<file path="src/rtl/uart_pkg.sv">
// uart_pkg: shared constants and types for the UART transmit path.
//   CLK_DIV_DEFAULT : clocks per UART bit (25 MHz / 115200)
//   BAUD_CNT_W      : baud counter width, covers CLK_DIV up to 8191
//   tx_state_e      : transmitter FSM states
package uart_pkg;

    localparam int unsigned CLK_DIV_DEFAULT = 217;
    localparam int unsigned BAUD_CNT_W      = 13;

    typedef enum logic [1:0] {
        StIdle,
        StStart,
        StData,
        StStop
    } tx_state_e;

endpackage

</file>
<file path="src/rtl/sync_fifo.sv">
// sync_fifo: single-clock FIFO built from flops, registered occupancy count.
// Ports:
//   clk, rst_n : clock, asynchronous active-low reset
//   wr_en      : push request (ignored while full)
//   wr_data    : data pushed
//   rd_en      : pop request (ignored while empty)
//   rd_data    : head entry, valid whenever empty is low
//   full/empty : combinational status from the count
//   count      : current occupancy, 0..DEPTH
module sync_fifo #(
    parameter int unsigned WIDTH = 8,
    parameter int unsigned DEPTH = 4,
    localparam int unsigned PTR_W = $clog2(DEPTH),
    localparam int unsigned CNT_W = PTR_W + 1
) (
    input  logic             clk,
    input  logic             rst_n,
    input  logic             wr_en,
    input  logic [WIDTH-1:0] wr_data,
    input  logic             rd_en,
    output logic [WIDTH-1:0] rd_data,
    output logic             full,
    output logic             empty,
    output logic [CNT_W-1:0] count
);

    logic [WIDTH-1:0] mem_q [DEPTH];
    logic [PTR_W-1:0] wr_ptr_q;
    logic [PTR_W-1:0] rd_ptr_q;
    logic [CNT_W-1:0] count_q;
    logic             push;
    logic             pop;

    assign full    = (count_q == CNT_W'(DEPTH));
    assign empty   = (count_q == '0);
    assign push    = wr_en && !full;
    assign pop     = rd_en && !empty;
    assign rd_data = mem_q[rd_ptr_q];
    assign count   = count_q;

    // Pointers wrap naturally because DEPTH is a power of two.
    always_ff @(posedge clk or negedge rst_n) begin
        if (!rst_n) begin
            wr_ptr_q <= '0;
            rd_ptr_q <= '0;
            count_q  <= '0;
        end else begin
            if (push) begin
                wr_ptr_q <= wr_ptr_q + 1'b1;
            end
            if (pop) begin
                rd_ptr_q <= rd_ptr_q + 1'b1;
            end
            case ({push, pop})
                2'b10:   count_q <= count_q + 1'b1;
                2'b01:   count_q <= count_q - 1'b1;
                default: count_q <= count_q;
            endcase
        end
    end

    // Storage needs no reset: entries are only read after being written.
    always_ff @(posedge clk) begin
        if (push) begin
            mem_q[wr_ptr_q] <= wr_data;
        end
    end

endmodule

</file>
<file path="src/rtl/uart_tx_fifo.sv">
// uart_tx_fifo: 8N1 UART transmitter fed by a small byte FIFO.
// Ports:
//   clk, rst_n  : clock, asynchronous active-low reset
//   wr_valid    : byte offered, accepted when wr_ready is also high
//   wr_data     : byte offered
//   wr_ready    : FIFO not full
//   txd         : registered serial output, idle high
//   busy        : FIFO non-empty or a frame in flight
//   tx_done     : high during the final clock of each stop bit
//   fifo_level  : FIFO occupancy
module uart_tx_fifo
    import uart_pkg::*;
#(
    parameter int unsigned CLK_DIV    = CLK_DIV_DEFAULT,
    parameter int unsigned FIFO_DEPTH = 4,
    localparam int unsigned LVL_W     = $clog2(FIFO_DEPTH) + 1
) (
    input  logic             clk,
    input  logic             rst_n,
    input  logic             wr_valid,
    input  logic [7:0]       wr_data,
    output logic             wr_ready,
    output logic             txd,
    output logic             busy,
    output logic             tx_done,
    output logic [LVL_W-1:0] fifo_level
);

    localparam logic [BAUD_CNT_W-1:0] BAUD_RELOAD = BAUD_CNT_W'(CLK_DIV - 1);

    tx_state_e             state_q, state_d;
    logic [BAUD_CNT_W-1:0] baud_q, baud_d;
    logic [2:0]            bit_idx_q, bit_idx_d;
    logic [7:0]            data_q, data_d;
    logic                  txd_q, txd_d;

    logic       fifo_full;
    logic       fifo_empty;
    logic [7:0] fifo_rd_data;
    logic       pop;
    logic       baud_zero;
    logic [2:0] next_idx;

    sync_fifo #(
        .WIDTH (8),
        .DEPTH (FIFO_DEPTH)
    ) u_fifo (
        .clk     (clk),
        .rst_n   (rst_n),
        .wr_en   (wr_valid),
        .wr_data (wr_data),
        .rd_en   (pop),
        .rd_data (fifo_rd_data),
        .full    (fifo_full),
        .empty   (fifo_empty),
        .count   (fifo_level)
    );

    // Derived from the registered count, so a same-cycle pop never frees a slot early.
    assign wr_ready  = !fifo_full;
    assign busy      = !fifo_empty || (state_q != StIdle);
    assign txd       = txd_q;
    assign baud_zero = (baud_q == '0);
    assign next_idx  = bit_idx_q + 3'd1;

    always_comb begin
        state_d   = state_q;
        baud_d    = baud_q;
        bit_idx_d = bit_idx_q;
        data_d    = data_q;
        txd_d     = txd_q;
        pop       = 1'b0;
        tx_done   = 1'b0;

        unique case (state_q)
            StIdle: begin
                txd_d = 1'b1;
                if (!fifo_empty) begin
                    pop     = 1'b1;
                    data_d  = fifo_rd_data;
                    state_d = StStart;
                    txd_d   = 1'b0;
                    baud_d  = BAUD_RELOAD;
                end
            end
            StStart: begin
                if (baud_zero) begin
                    state_d   = StData;
                    bit_idx_d = 3'd0;
                    txd_d     = data_q[0];
                    baud_d    = BAUD_RELOAD;
                end else begin
                    baud_d = baud_q - 1'b1;
                end
            end
            StData: begin
                if (baud_zero) begin
                    baud_d    = BAUD_RELOAD;
                    bit_idx_d = next_idx;  // 7 wraps to 0 on the way into STOP
                    if (bit_idx_q == 3'd7) begin
                        state_d = StStop;
                        txd_d   = 1'b1;
                    end else begin
                        txd_d = data_q[next_idx];
                    end
                end else begin
                    baud_d = baud_q - 1'b1;
                end
            end
            StStop: begin
                if (baud_zero) begin
                    tx_done = 1'b1;
                    // Chain straight into the next start bit so frames are gapless.
                    if (!fifo_empty) begin
                        pop     = 1'b1;
                        data_d  = fifo_rd_data;
                        state_d = StStart;
                        txd_d   = 1'b0;
                        baud_d  = BAUD_RELOAD;
                    end else begin
                        state_d = StIdle;
                        txd_d   = 1'b1;
                    end
                end else begin
                    baud_d = baud_q - 1'b1;
                end
            end
            default: begin
                state_d = StIdle;
                txd_d   = 1'b1;
            end
        endcase
    end

    always_ff @(posedge clk or negedge rst_n) begin
        if (!rst_n) begin
            state_q   <= StIdle;
            baud_q    <= '0;
            bit_idx_q <= '0;
            data_q    <= '0;
            txd_q     <= 1'b1;
        end else begin
            state_q   <= state_d;
            baud_q    <= baud_d;
            bit_idx_q <= bit_idx_d;
            data_q    <= data_d;
            txd_q     <= txd_d;
        end
    end

endmodule

</file>
<file path="config.mk">
export PLATFORM = sky130hd
export DESIGN_NAME = uart_tx_fifo
export DESIGN_NICKNAME = d
export VERILOG_FILES = /design/src/rtl/uart_pkg.sv /design/src/rtl/sync_fifo.sv /design/src/rtl/uart_tx_fifo.sv
export SDC_FILE = /design/constraint.sdc
export NUM_CORES = 1
export LEC_CHECK = 0
export ABC_AREA = 1
export BUFFER_PORTS_ARGS = -buffer_cell sky130_fd_sc_hd__buf_2
export CORE_MARGIN = 8
export CORE_UTILIZATION = 32
export DETAILED_ROUTE_END_ITERATION = 8
export PLACE_DENSITY = 0.49
export SLEW_MARGIN = 40
export SYNTH_ARGS = -nofsm -noshare
export SYNTH_HDL_FRONTEND = slang
export SYNTH_SLANG_ARGS = --single-unit
</file>
<file path="constraint.sdc">
create_clock -name clk -period 3.3 [get_ports clk]
set_input_delay 0.66 -clock clk [delete_from_list [all_inputs] [get_ports clk]]
set_output_delay 0.66 -clock clk [all_outputs]
set_load 0.01 [all_outputs]
</file>
# Word-level counts from Yosys, hierarchy flattened
# Memories as Yosys holds them, arrays and structs flattened.
# Index checks and enable logic that the tools add are counted.
dict set report totals {
  regBits 34
  ram_bits 32
  in_bits 11
  output_inout_bits 7
  mem_count 1
}
dict set report op_classes {
  n_addsub 6
  order_cmp 1
  eq_ne 12
  n_mux 33
  n_reduce_logical 17
}
# memory depth width rd rd_clocked_by_memory_dff write_ports line
set mem_list {}
lappend mem_list {u_fifo.mem_q 4 8 1 0 1 sync_fifo.sv:27} ;# logic [WIDTH-1:0] mem_q [DEPTH];
# cell count
set ops {}
lappend ops {{two-way mux 13 bit} 3}
lappend ops {{one-hot mux 13 bit (3 select lines)} 1}
lappend ops {{two-way mux 8 bit} 2}
lappend ops {{one-hot mux 8 bit (2 select lines)} 1}
lappend ops {{zero test 13 bit} 1}
lappend ops {{two-way mux 1 bit} 13}
lappend ops {{subtractor 13 x 1 -> 13 bit, second input constant} 1}
lappend ops {{one-hot mux 3 bit (2 select lines)} 2}
lappend ops {{two-way mux 2 bit} 5}
lappend ops {{inequality test 2 bit, second input constant} 5}
lappend ops {{one-hot mux 2 bit (4 select lines)} 1}
lappend ops {{nonzero test 2 bit} 4}
lappend ops {{adder 3 x 1 -> 3 bit, second input constant} 2}
lappend ops {{== test 2 bit, second input constant} 3}
lappend ops {{== test 3 bit, second input constant} 2}
lappend ops {{two-way mux 3 bit} 2}
lappend ops {{AND reduction 3 bit} 2}
lappend ops {{AND reduction 5 bit} 1}
lappend ops {{adder 2 x 1 -> 2 bit, second input constant} 2}
lappend ops {{== test 2 x 1 -> 1 bit, second input constant} 2}
lappend ops {{less-than comparator 3 x 4 -> 1 bit, second input constant} 1}
lappend ops {{one-hot mux 1 bit (4 select lines)} 1}
lappend ops {{binary-select mux 1 bit (select 3 bit)} 1}
lappend ops {{zero test 3 bit} 1}
lappend ops {{other kinds (8)} 10}

# Depth between registers and ports, before layout
# Gate-level depths: netlist of the first run.
dict set report depth {
  ltp_word 7
  depth_mapped 14
  depth_no_buf 14
}

# Modules after synthesis
# From an unflattened synthesis of the first run, not the netlist that was laid out.
dict set report unflattened {
  hier_cells 383
  area_unflattened_um2 3474.6
}
# module n_inst cells_each area_each_um2
set modules_own_cells {}
lappend modules_own_cells {sync_fifo 1 154 1741.7}
lappend modules_own_cells {uart_tx_fifo 1 229 1732.9}

# Least setup slack after synthesis of the first run
# No wires, ideal clock.
dict set report synth_timing {
  path_type {register to register}
  start {reg baud_q[0]}
  end {reg u_fifo.count_q[2], in the netlist u_fifo.count[2]}
  setup_time_ns 0.131
  t_arrival_ns 2.166
  path_slack_ns 1.003
  path_stages_with_launch 15
  cell_sequence {dfrtp_1 inv_1 ha_1 nand2_1 nor2_2 nand2_4 o21bai_2 nand2_1 inv_1 ha_1 inv_1 fa_1 a21oi_1 o21ai_0 xor2_1}
}
dict set report synth_via {
  elab_chain_len 6
}
# item line
set synth_rtl {}
lappend synth_rtl {{start, declared} uart_tx_fifo.sv:32} ;# logic [BAUD_CNT_W-1:0] baud_q, baud_d;
lappend synth_rtl {{start signal, assigned} uart_tx_fifo.sv:144} ;# baud_q <= baud_d;
lappend synth_rtl {{zero test 13 bit (*)} uart_tx_fifo.sv:63} ;# assign baud_zero = (baud_q == '0);
lappend synth_rtl {{two-way mux 1 bit (*)} uart_tx_fifo.sv:111} ;# if (baud_zero) begin
lappend synth_rtl {{one-hot mux 1 bit (2 select lines) (*)} uart_tx_fifo.sv:75} ;# unique case (state_q)
lappend synth_rtl {{logical AND 1 bit (*)} sync_fifo.sv:37} ;# assign pop = rd_en && !empty;
lappend synth_rtl {{net u_fifo.pop} sync_fifo.sv:32} ;# logic pop;
lappend synth_rtl {{== test 2 x 1 -> 1 bit or == test 2 bit (tied branches)} sync_fifo.sv:54} ;# case ({push, pop})
lappend synth_rtl {{one-hot mux 3 bit (2 select lines) or nonzero test 2 bit (tied branches)} n/a}
lappend synth_rtl {{end signal, assigned} sync_fifo.sv:55} ;# 2'b10: count_q <= count_q + 1'b1;
lappend synth_rtl {{end signal, assigned} sync_fifo.sv:56} ;# 2'b01: count_q <= count_q - 1'b1;
lappend synth_rtl {{end signal, assigned} sync_fifo.sv:57} ;# default: count_q <= count_q;
lappend synth_rtl {{end, declared} sync_fifo.sv:30} ;# logic [CNT_W-1:0] count_q;
# Mark *: on every way through the listed nets, which the timed path passes. The rest lies on a longest branch.
# A chain may end at the register's enable or synchronous reset.

# Worst setup path after layout of the first run
# Ends and elaborated chain as after synthesis.

==> results of run 1 <==
-- report_power, final --
group	switching, uW	total, uW	internal (uW)	leakage [uW]
sequential	42.7	1020	981	0.000711
clock	353	713	361	0.000101
combinational	194	285	91.6	0.000856
-- metrics by stage --
step	area, um2	power (uW)	hold WS (ns)	cells
after global placement	3560	1320	0.460	493
final	3780	2020	0.245	509
after CTS	3770	2050	0.417	509
after detailed placement	3560	1330	0.466	493
after floorplan	3330	1210	0.364	345
after global routing	3780	2130	0.278	509
-- layout by cell type (no fill, tap or decap) --
cell and n:
o21ai_1 2, buf_2 16, dfstp_2 1, fa_1 1, inv_2 1, nand3_2 1
clkinvlp_4 1, o31ai_1 4, bufinv_16 1, nor2_2 8, dfrtp_1 33, clkinv_4 1
o21bai_1 1, o21ai_0 20, mux2i_1 6, a21oi_1 11, nand2_1 68, a21oi_2 2
inv_1 38, nor3_4 1, o22ai_1 7, or2_1 1, clkbuf_8 9, ha_1 14
buf_4 3, xor2_1 8, nand4_1 4, inv_6 4, o21ai_2 2, nand2_4 3
nor2_4 3, nand2_2 2, edfxtp_1 32, nor2_1 40, nand3_1 19, nand3b_1 1
o21bai_2 1, xnor2_1 3
-- per-layer routing --
metal / GRT usage / up-vias
met3: 0.0273 / 12
li1: - / 1186
met5: 0 / -
met2: 0.153 / 29
met1: 0.127 / 1055
met4: 0.0456 / 0
-- area by class of cell --
cell class              count  area share
clock buffers               9      0.0328
clock inverters             7      0.0215
inverters                  39      0.0388
multi-input cells         233       0.355
flip-flops and latches     66       0.480
well taps                 136      0.0450
repair buffers             19      0.0272
-- worst register-to-register path, cell delays in order (launching register included) --
cell,delay [ns]
dfrtp_1,0.45
inv_1,0.10
ha_1,0.16
nand2_1,0.06
nor2_2,0.17
nand2_4,0.18
o21bai_2,0.18
nand2_1,0.12
inv_1,0.08
ha_1,0.13
inv_1,0.07
fa_1,0.37
a21oi_1,0.14
o21ai_0,0.11
xor2_1,0.15
-- worst min path at each step --
stage | to | slack (ns) | cells past startpoint
2_1_floorplan | baud_q[0] | 0.36 | 0
3_3_place_gp | data_q[3] | 0.46 | 2
4_1_cts | baud_q[9] | 0.42 | 1
5_1_grt | baud_q[9] | 0.28 | 1
3_5_place_dp | data_q[2] | 0.47 | 2
6_report | baud_q[9] | 0.24 | 1
-- sequential cells by signal (all words and copies together), names as in the netlist --
name,cells
txd,1
state_q,2
baud_q,13
u_fifo.count,3
data_q,8
u_fifo.rd_ptr_q,2
u_fifo.mem_q,32
bit_idx_q,3
u_fifo.wr_ptr_q,2
-- logic make-up (layout without fill, tap and decap cells) --
logic type | Yosys count | count (layout) | share of synthesized area
multiplexers | 6 | 6 | 0.0180
adder cells (fa/ha/maj) | 15 | 15 | 0.0586
flip-flops | 66 | 66 | 0.545
buffers and inverters | 46 | 74 | 0.0560
AND/OR/NAND/NOR | 151 | 151 | 0.206
XOR/XNOR | 11 | 11 | 0.0289
AO/OA/AOI/OAI | 50 | 50 | 0.0879
==> summary.txt, run 1 <==
Clock network
  – CTS root buf: clkbuf_8
  – Clk slew on worst S/H paths: 0.09 ns
  – Post-cts sizing count: 0
  – Num CTS Buffers: 9
  – Number of hold buffers added after CTS: 0
  – H-tree Lvls: 3
  – Postcts setup bufs: 0
  – Worst skew pair latency: 0.35 ns
  – Clk sinks: 66
  – CTS tree: built
  – Clock tree buffer depth: 2

Yosys
  – Cells after synthesis: 345
  – Post-synthesis cell type count: 34
  – Syn Nets: 371
  – EDFF count, synth: 32
  – Synthesized cell area: 0.00333 mm2
  – Average cell area after synthesis: 9.65 um2
  – Most frequent cell after synthesis: nand2_1
  – Largest cells by area after synthesis: edfxtp_1 (29%), dfrtp_1 (25%), nand2_1 (7.7%)
  – Synth warnings: 0
  – Synth top area share: 0.289
  – Async SR Flop Fraction: 0.515
  – Post-synth top flop: dfrtp_1
  – Flop and latch count out of synthesis: 66
  – Sequential fraction of the synthesis area: 0.545
  – Cell taking the most area after synthesis: edfxtp_1
  – Synth cell count leaders: nand2_1 (68), nor2_1 (44), inv_1 (38)

Outcome
  – Status: finished clean

Worst setup path
  – Path depth of the worst reg2reg path: 14
  – Startpoint types: register
  – Required time of the worst setup path: 3.53 ns
  – Worst path slowest cell: dfrtp_1
  – CP bufs+invs: 3
  – Worst r2r src: baud_q[0]
  – Reg2reg end: u_fifo.count[2]
  – Stages on worst setup path: 14
  – CP arrival: 2.83 ns
  – CP Launch Point: baud_q[0]
  – CP cell instances: inv_1, ha_1, nand2_1, nor2_2, nand2_4, o21bai_2, nand2_1, inv_1, ha_1, inv_1, fa_1, a21oi_1, o21ai_0, xor2_1
  – Crit-path max FO: 17
  – Critical setup path kind: reg -> reg
  – CP max stage delay: 0.45 ns
  – R2R setup slack: 0.70 ns
  – Worst setup endpoint: u_fifo.count[2]
  – Worst Setup End Kind: register
  – Top cell family by delay on the critical path: adder cells
  – Top cell by count, worst path: inv_1

Floorplan
  – Die Width: 118 um
  – Die area: 0.0139 mm2
  – Die height: 118 um
  – Row cnt: 37
  – IO Count: 18
  – Initial core utilization: 0.325
  – Area of the core: 0.0102 mm2

STA
  – Worst-Margin Slew: 0.563 ns
  – Sum Neg Setup Slack: 0 ns
  – Rel. slew slack: 0.625
  – # setup viols final: 0
  – Max Freq: 0.384 GHz
  – Slew Viols, Final: 0
  – RSZ-0062 raised after global routing: no
  – Skew final: 0.0141 ns
  – Tmin final: 2.60 ns
  – Period utilization: 0.789
  – Worst setup margin: 0.696 ns
  – Final Hold Viols: 0

Pwr
  – Leakage dissipation: 0.00167 uW
  – Max VDD drop: 0.242 mV
  – PwrDens: 535 mW/mm2

Finish
  – P&R area growth vs syn: 13.5%
  – Fill cells: 1040
  – Area of the multi-input gates: 0.00134 mm2
  – Post-layout net count: 394
  – Fin util: 0.369
  – Fraction of layout cells with a size suffix above 1: 0.161
  – Ant diodes: 0
  – Sequential cell area: 0.00181 mm2

Route
  – WL per Instance: 12.9 um
  – Wire length on met2: 2930 um
  – Post-Route M1 WL: 3340 um
  – Vias: 2282
  – DR top layer: met4
  – Detail Route Antenna Nets: 0
  – Via density: 4.48
  – Initial DRC count: 138
  – # DRC: 0
  – WL met3: 152 um
  – Post-Route WL: 6540 um
  – Drt first pass iters: 4

Place
  – Global placement routability congestion: 0.744
  – I/O Buffers: 17
  – Dpl ws: 0.701 ns
  – HPWL Detailed: 4560 um

GRT
  – Overflow after GRT: 0
  – Initial antenna violation count: 0
  – First-pass GRT wire length: 11200 um
  – Largest net degree at the start of global routing: 35
  – Vias in the first global route: 2286
  – Total GRT Usage: 0.0992

Run
  – Maxcap violations: 0

Worst hold path
  – HP Class: in -> async
No activity file was read; power rests on OpenSTA's default activity.
==> run 2: changes to the inputs <==
--- a/config.mk
+++ b/config.mk
@@ -5,7 +5,7 @@
 export SDC_FILE = /design/constraint.sdc
 export NUM_CORES = 1
 export LEC_CHECK = 0
-export ABC_AREA = 1
+export ABC_AREA = 0
 export BUFFER_PORTS_ARGS = -buffer_cell sky130_fd_sc_hd__buf_2
 export CORE_MARGIN = 8
 export CORE_UTILIZATION = 32
==> constraint.sdc (replaced) <==
create_clock -name clk -period 2.7 [get_ports clk]
set_input_delay 0.54 -clock clk [delete_from_list [all_inputs] [get_ports clk]]
set_output_delay 0.54 -clock clk [all_outputs]
set_load 0.01 [all_outputs]
==> summary.txt, run 2 <==
STA
  – Rel. slew slack: 0.574
  – Max Freq: 0.397 GHz
  – Worst-Margin Slew: 0.639 ns
  – Skew final: 0.00817 ns
  – Sum Neg Setup Slack: 0 ns
  – # setup viols final: 0
  – Worst setup margin: 0.180 ns
  – Final Hold Viols: 0
  – Tmin final: 2.52 ns
  – Period utilization: 0.933
  – RSZ-0062 raised after global routing: no
  – Slew Viols, Final: 0

Worst setup path
  – CP cell instances: inv_1, ha_1, nor4b_2, and4_1, o21a_1, ha_1, inv_1, fa_1, xor2_1, nor2_1, xor2_1
  – CP bufs+invs: 2
  – Stages on worst setup path: 11
  – Path depth of the worst reg2reg path: 11
  – Worst Setup End Kind: register
  – CP max stage delay: 0.41 ns
  – Required time of the worst setup path: 2.98 ns
  – CP arrival: 2.79 ns
  – Worst path slowest cell: dfrtp_1
  – Critical setup path kind: reg -> reg
  – Top cell family by delay on the critical path: adder cells
  – Crit-path max FO: 4
  – Startpoint types: register

Yosys
  – Synth cell count leaders: dfrtp_1 (33), edfxtp_1 (32), ha_1 (14)
  – Flop and latch count out of synthesis: 66
  – Average cell area after synthesis: 13.6 um2
  – Synth top area share: 0.300
  – Async SR Flop Fraction: 0.515
  – Largest cells by area after synthesis: edfxtp_1 (30%), dfrtp_1 (26%), mux4_2 (6.3%)
  – Syn Nets: 262
  – Synthesized cell area: 0.00321 mm2
  – Synth warnings: 0
  – Most frequent cell after synthesis: dfrtp_1
  – Cells after synthesis: 236
  – Post-synthesis cell type count: 53
  – Post-synth top flop: dfrtp_1
  – EDFF count, synth: 32
  – Cell taking the most area after synthesis: edfxtp_1
  – Sequential fraction of the synthesis area: 0.565

Finish
  – Most frequent cells in the layout: dfrtp_1 (33), edfxtp_1 (32), buf_2 (17)
  – Fraction of layout cells with a size suffix above 1: 0.289
  – Largest registers: u_fifo.mem_q x32, baud_q x13, data_q x8
  – Finished Layout Cells: 410
  – Post-layout net count: 298
  – Commonest non-fill, non-tap cell in the layout: dfrtp_1
  – Largest register by flop count: u_fifo.mem_q
  – Ant diodes: 0
  – Fill cells: 955
  – P&R area growth vs syn: 17.5%
  – Max reg flops: 32

Floorplan
  – Die height: 116 um
  – Die Width: 116 um
  – IO Count: 18
  – Area of the core: 0.00977 mm2
  – Row cnt: 36
  – Initial core utilization: 0.328
  – Die area: 0.0135 mm2

Route
  – Initial DRC count: 134
  – Post-Route M1 WL: 3210 um
  – Detail Route Antenna Nets: 0
  – Vias: 2081
  – Post-Route WL: 6570 um
  – Drt first pass iters: 4
  – # DRC: 0
  – WL met3: 237 um
  – WL per Instance: 16.0 um
  – Via density: 5.08
  – Wire length on met2: 2990 um
  – DR top layer: met4

Pwr
  – Leakage dissipation: 0.00149 uW
  – Pint: 2940 uW
  – Comb pwr share: 0.460
  – Switching power: 1870 uW
  – Sequential share of power: 0.359
  – Switch share: 0.389
  – Pwr Total: 4820 uW
  – Max VDD drop: 0.451 mV
  – Clock Power Share: 0.181
  – PwrDens: 1280 mW/mm2

Clock network
  – CTS root buf: clkbuf_8
  – Num CTS Buffers: 9
  – Worst skew pair latency: 0.34 ns
  – Clk sinks: 66
  – Postcts setup bufs: 0
  – H-tree Lvls: 3
  – CTS tree: built
  – Clock tree buffer depth: 2
  – Number of hold buffers added after CTS: 0
  – Post-cts sizing count: 0
  – Clk slew on worst S/H paths: 0.08 ns

GRT
  – Vias in the first global route: 2168
  – Total GRT Usage: 0.106
  – Initial antenna violation count: 0
  – Overflow after GRT: 0
  – First-pass GRT wire length: 10900 um
  – Largest net degree at the start of global routing: 19

Worst hold path
  – HP Class: in -> async

Place
  – Global placement routability congestion: 0.836
  – HPWL Detailed: 4700 um
  – Cell count after placement: 394
  – I/O Buffers: 17
  – Dpl ws: 0.222 ns

Outcome
  – Status: finished clean

Run
  – Maxcap violations: 0
## run 2: cell types whose count changed after synthesis, moves of 5 or more
cell	before	now
a31oi_1	0	5
and3_1	0	5
inv_1	38	13
mux2_2	0	9
mux4_2	0	9
nand2_1	68	10
nand3_1	19	8
nor2_1	44	7
nor3_1	0	5
o21ai_0	20	6
o22ai_1	7	2
xor2_1	8	3
## run 2: final timing paths
path,startpoint,end,slack (ns)
worst max register to register,baud_q[0],u_fifo.count[2],0.18
worst max-delay path,baud_q[0],u_fifo.count[2],0.18
max in group asynchronous,rst_n,baud_q[9],2.10
min in group clk,wr_data[7],u_fifo.mem_q[3][7],0.41
worst min-delay path,rst_n,bit_idx_q[2],0.15
worst min register to register,bit_idx_q[1],bit_idx_q[1],0.51
## run 2: per-layer routing
metal,vias up,track usage
met3,12,0.0274
met5,-,0
met2,42,0.161
met1,1028,0.136
li1,999,-
met4,0,0.0605
## run 2: layout make-up
cell class / instances / area [um2] / share of cell area
clock buffers: 9 / 124 / 0.0329
repair buffers: 31 / 210 / 0.0558
inverters: 13 / 48.8 / 0.0129
flip-flops and latches: 66 / 1810 / 0.481
multi-input cells: 151 / 1320 / 0.351
well taps: 133 / 166 / 0.0442
clock inverters: 7 / 83.8 / 0.0222
## run 2: worst register-to-register path: cells and delay by family (launching register included)
family                     cells  cell delay [ns]
adders and majority gates      3             0.77
xor gates and xnor gates       2             0.30
buffers and inverters          2             0.19
and+or+nand+nor                3             0.58
DFF                            1             0.41
AOI/OAI and AO/OA              1             0.20
## run 2: per-stage QoR
| stage | cell area, um2 | util | hold WS (ns) |
|---|---|---|---|
| 3_3_place_gp | 3530 | 0.361 | 0.478 |
| 2_1_floorplan | 3210 | - | 0.244 |
| 4_1_cts | 3770 | 0.386 | 0.151 |
| 3_5_place_dp | 3560 | 0.364 | 0.495 |
| 6_report | 3770 | 0.386 | 0.153 |
| 5_1_grt | 3770 | 0.386 | 0.158 |
## run 2: power by group through the flow
stage / registers [uW] / logic [uW] / clock network, uW
after global placement: 1750 / 2210 / 0
after CTS: 1730 / 2230 / 903
after global routing: 1790 / 2460 / 945
final: 1730 / 2220 / 873
after floorplan: 1630 / 1660 / 0
after detailed placement: 1750 / 2230 / 0
## run 2: cells by family (layout without fill, tap and decap cells)
logic type               count (synthesis)  count (layout)  share of synthesized area
XOR/XNOR                                 6               6                     0.0164
AO/OA/AOI/OAI                           44              44                      0.101
adder cells (fa/ha/maj)                 15              15                     0.0608
AND/OR/NAND/NOR                         62              62                      0.121
buffers and inverters                   19              60                     0.0226
flip-flops                              66              66                      0.565
multiplexers                            24              24                      0.113
==> run 3: changes to the inputs <==
--- a/config.mk
+++ b/config.mk
@@ -5,7 +5,6 @@
 export SDC_FILE = /design/constraint.sdc
 export NUM_CORES = 1
 export LEC_CHECK = 0
-export ABC_AREA = 0
 export BUFFER_PORTS_ARGS = -buffer_cell sky130_fd_sc_hd__buf_2
 export CORE_MARGIN = 8
 export CORE_UTILIZATION = 32
==> constraint.sdc (replaced) <==
create_clock -name clk -period 2.8 [get_ports clk]
set_input_delay 0.56 -clock clk [delete_from_list [all_inputs] [get_ports clk]]
set_output_delay 0.56 -clock clk [all_outputs]
set_load 0.01 [all_outputs]
==> summary.txt, run 3 (synthesis results as in run 2) <==
Outcome
  – Status: finished clean

STA
  – Rel. slew slack: 0.569
  – Tmin final: 2.45 ns
  – RSZ-0062 raised after global routing: no
  – Period utilization: 0.877
  – Hold WS: 0.154 ns
  – Sum Neg Setup Slack: 0 ns
  – Skew final: 0.00835 ns
  – Max Freq: 0.407 GHz
  – Slew Viols, Final: 0
  – # setup viols final: 0
  – Worst-Margin Slew: 0.646 ns
  – Final Hold Viols: 0

Finish
  – Most frequent cells in the layout: dfrtp_1 (33), edfxtp_1 (32), buf_2 (16)
  – Commonest non-fill, non-tap cell in the layout: dfrtp_1
  – Fraction of layout cells with a size suffix above 1: 0.273
  – Max reg flops: 32
  – Area of the multi-input gates: 0.00132 mm2
  – Sequential cell area: 0.00181 mm2
  – Ant diodes: 0
  – Post-layout net count: 293
  – Fill cells: 953
  – P&R area growth vs syn: 15.2%
  – Largest registers: u_fifo.mem_q x32, baud_q x13, data_q x8
  – Largest register by flop count: u_fifo.mem_q
  – Finished Layout Cells: 404
  – Fin util: 0.378

Clock network
  – Number of hold buffers added after CTS: 0
  – Postcts setup bufs: 0
  – Clk slew on worst S/H paths: 0.08 ns
  – Clock tree buffer depth: 2
  – Clk sinks: 66
  – Worst skew pair latency: 0.35 ns
  – Num CTS Buffers: 9
  – Post-cts sizing count: 0
  – H-tree Lvls: 3
  – CTS root buf: clkbuf_8
  – CTS tree: built

Pwr
  – Switching power: 1750 uW
  – Clock Power Share: 0.174
  – PwrDens: 1220 mW/mm2
  – Sequential share of power: 0.372
  – Leakage dissipation: 0.00145 uW
  – Pint: 2770 uW
  – Max VDD drop: 0.469 mV
  – Switch share: 0.387
  – Comb pwr share: 0.454

Worst setup path
  – CP arrival: 2.73 ns
  – Startpoint types: register
  – Required time of the worst setup path: 3.08 ns
  – Worst Setup End Kind: register
  – Crit-path max FO: 8
  – Critical setup path kind: reg -> reg

Place
  – Global placement routability congestion: 0.828
  – I/O Buffers: 17
  – HPWL Detailed: 4550 um
  – Cell count after placement: 389

Route
  – WL per Instance: 16.0 um
  – Drt first pass iters: 4
  – Detail Route Antenna Nets: 0
  – Via density: 5.04
  – # DRC: 0
  – Vias: 2037
  – Post-Route WL: 6470 um
  – Initial DRC count: 119

GRT
  – Gr busiest metal: met2
  – Initial antenna violation count: 0
  – Largest net degree at the start of global routing: 35
  – Met1 Track Usage GR: 0.136
  – Met2 Usage GRT: 0.151
  – Vias in the first global route: 2056
  – Overflow after GRT: 0
  – First-pass GRT wire length: 10600 um
  – Total GRT Usage: 0.104
  – Met3 Usage GRT: 0.0228

Floorplan
  – Area of the core: 0.00977 mm2
  – Die Width: 116 um
  – Row cnt: 36
  – Initial core utilization: 0.328
  – Die area: 0.0135 mm2
  – IO Count: 18
  – Die height: 116 um

Run
  – Maxcap violations: 0

Worst hold path
  – HP Class: in -> async
==> run 3: cell count changes in the layout (fill, tap and decap cells not counted), sizes merged <==
| cell | previous run | this run |
|---|---|---|
| buf | 31 | 26 |
| clkinv | 2 | 4 |
| inv | 16 | 14 |
| clkinvlp | 1 | 0 |
==> run 3: routing by layer <==
| metal | part of all wire | wire, um |
|---|---|---|
| met2 | 0.44 | 2830 |
| met4 | 0.028 | 184 |
| met3 | 0.029 | 189 |
| met5 | 0 | 0 |
| met1 | 0.50 | 3260 |
==> run 3: layout make-up <==
type,count,share of cell area
Clock buffer,9,0.0335
Clock inverter,6,0.0179
Inverter,13,0.0132
Multi-Input combinational cell,151,0.358
Sequential cell,66,0.491
Tap cell,133,0.0450
Timing Repair Buffer,26,0.0420
==> run 3: worst paths after layout <==
kind	end	startpoint	slack, ns	cells past startpoint
min in group clk	u_fifo.mem_q[2][6]	wr_data[6]	0.42	1
setup reg to reg	u_fifo.count[2]	baud_q[4]	0.35	9
hold reg to reg	bit_idx_q[1]	bit_idx_q[1]	0.50	1
setup / recovery	u_fifo.count[2]	baud_q[4]	0.35	9
max in group asynchronous	txd	rst_n	2.31	1
hold / removal	baud_q[6]	rst_n	0.15	1
==> run 3: power by group through the flow <==
stage / registers [uW] / clock network [uW] / logic (uW)
final: 1680 / 790 / 2050
after CTS: 1690 / 817 / 2080
after global placement: 1700 / 0 / 2060
after global routing: 1730 / 854 / 2270
after detailed placement: 1710 / 0 / 2070
after floorplan: 1570 / 0 / 1600
==> run 3: through the flow <==
| stage | cell area, um2 | power, uW | worst slack, ns |
|---|---|---|---|
| detailed placement | 3500 | 3780 | 0.334 |
| CTS | 3690 | 4590 | 0.314 |
| floorplan | 3210 | 3170 | 0.218 |
| global placement | 3500 | 3760 | 0.411 |
| global route | 3700 | 4860 | 0.164 |
| finish | 3700 | 4530 | 0.345 |
==> run 3: worst max-delay path, cell delays in order (launching register included) <==
cell and delay (ns):
dfrtp_1 0.45, nor4_1 0.43, and4_1 0.27, o21a_1 0.18, ha_1 0.21, inv_1 0.06
fa_1 0.37, xor2_1 0.15, nor2_1 0.11, xor2_1 0.16
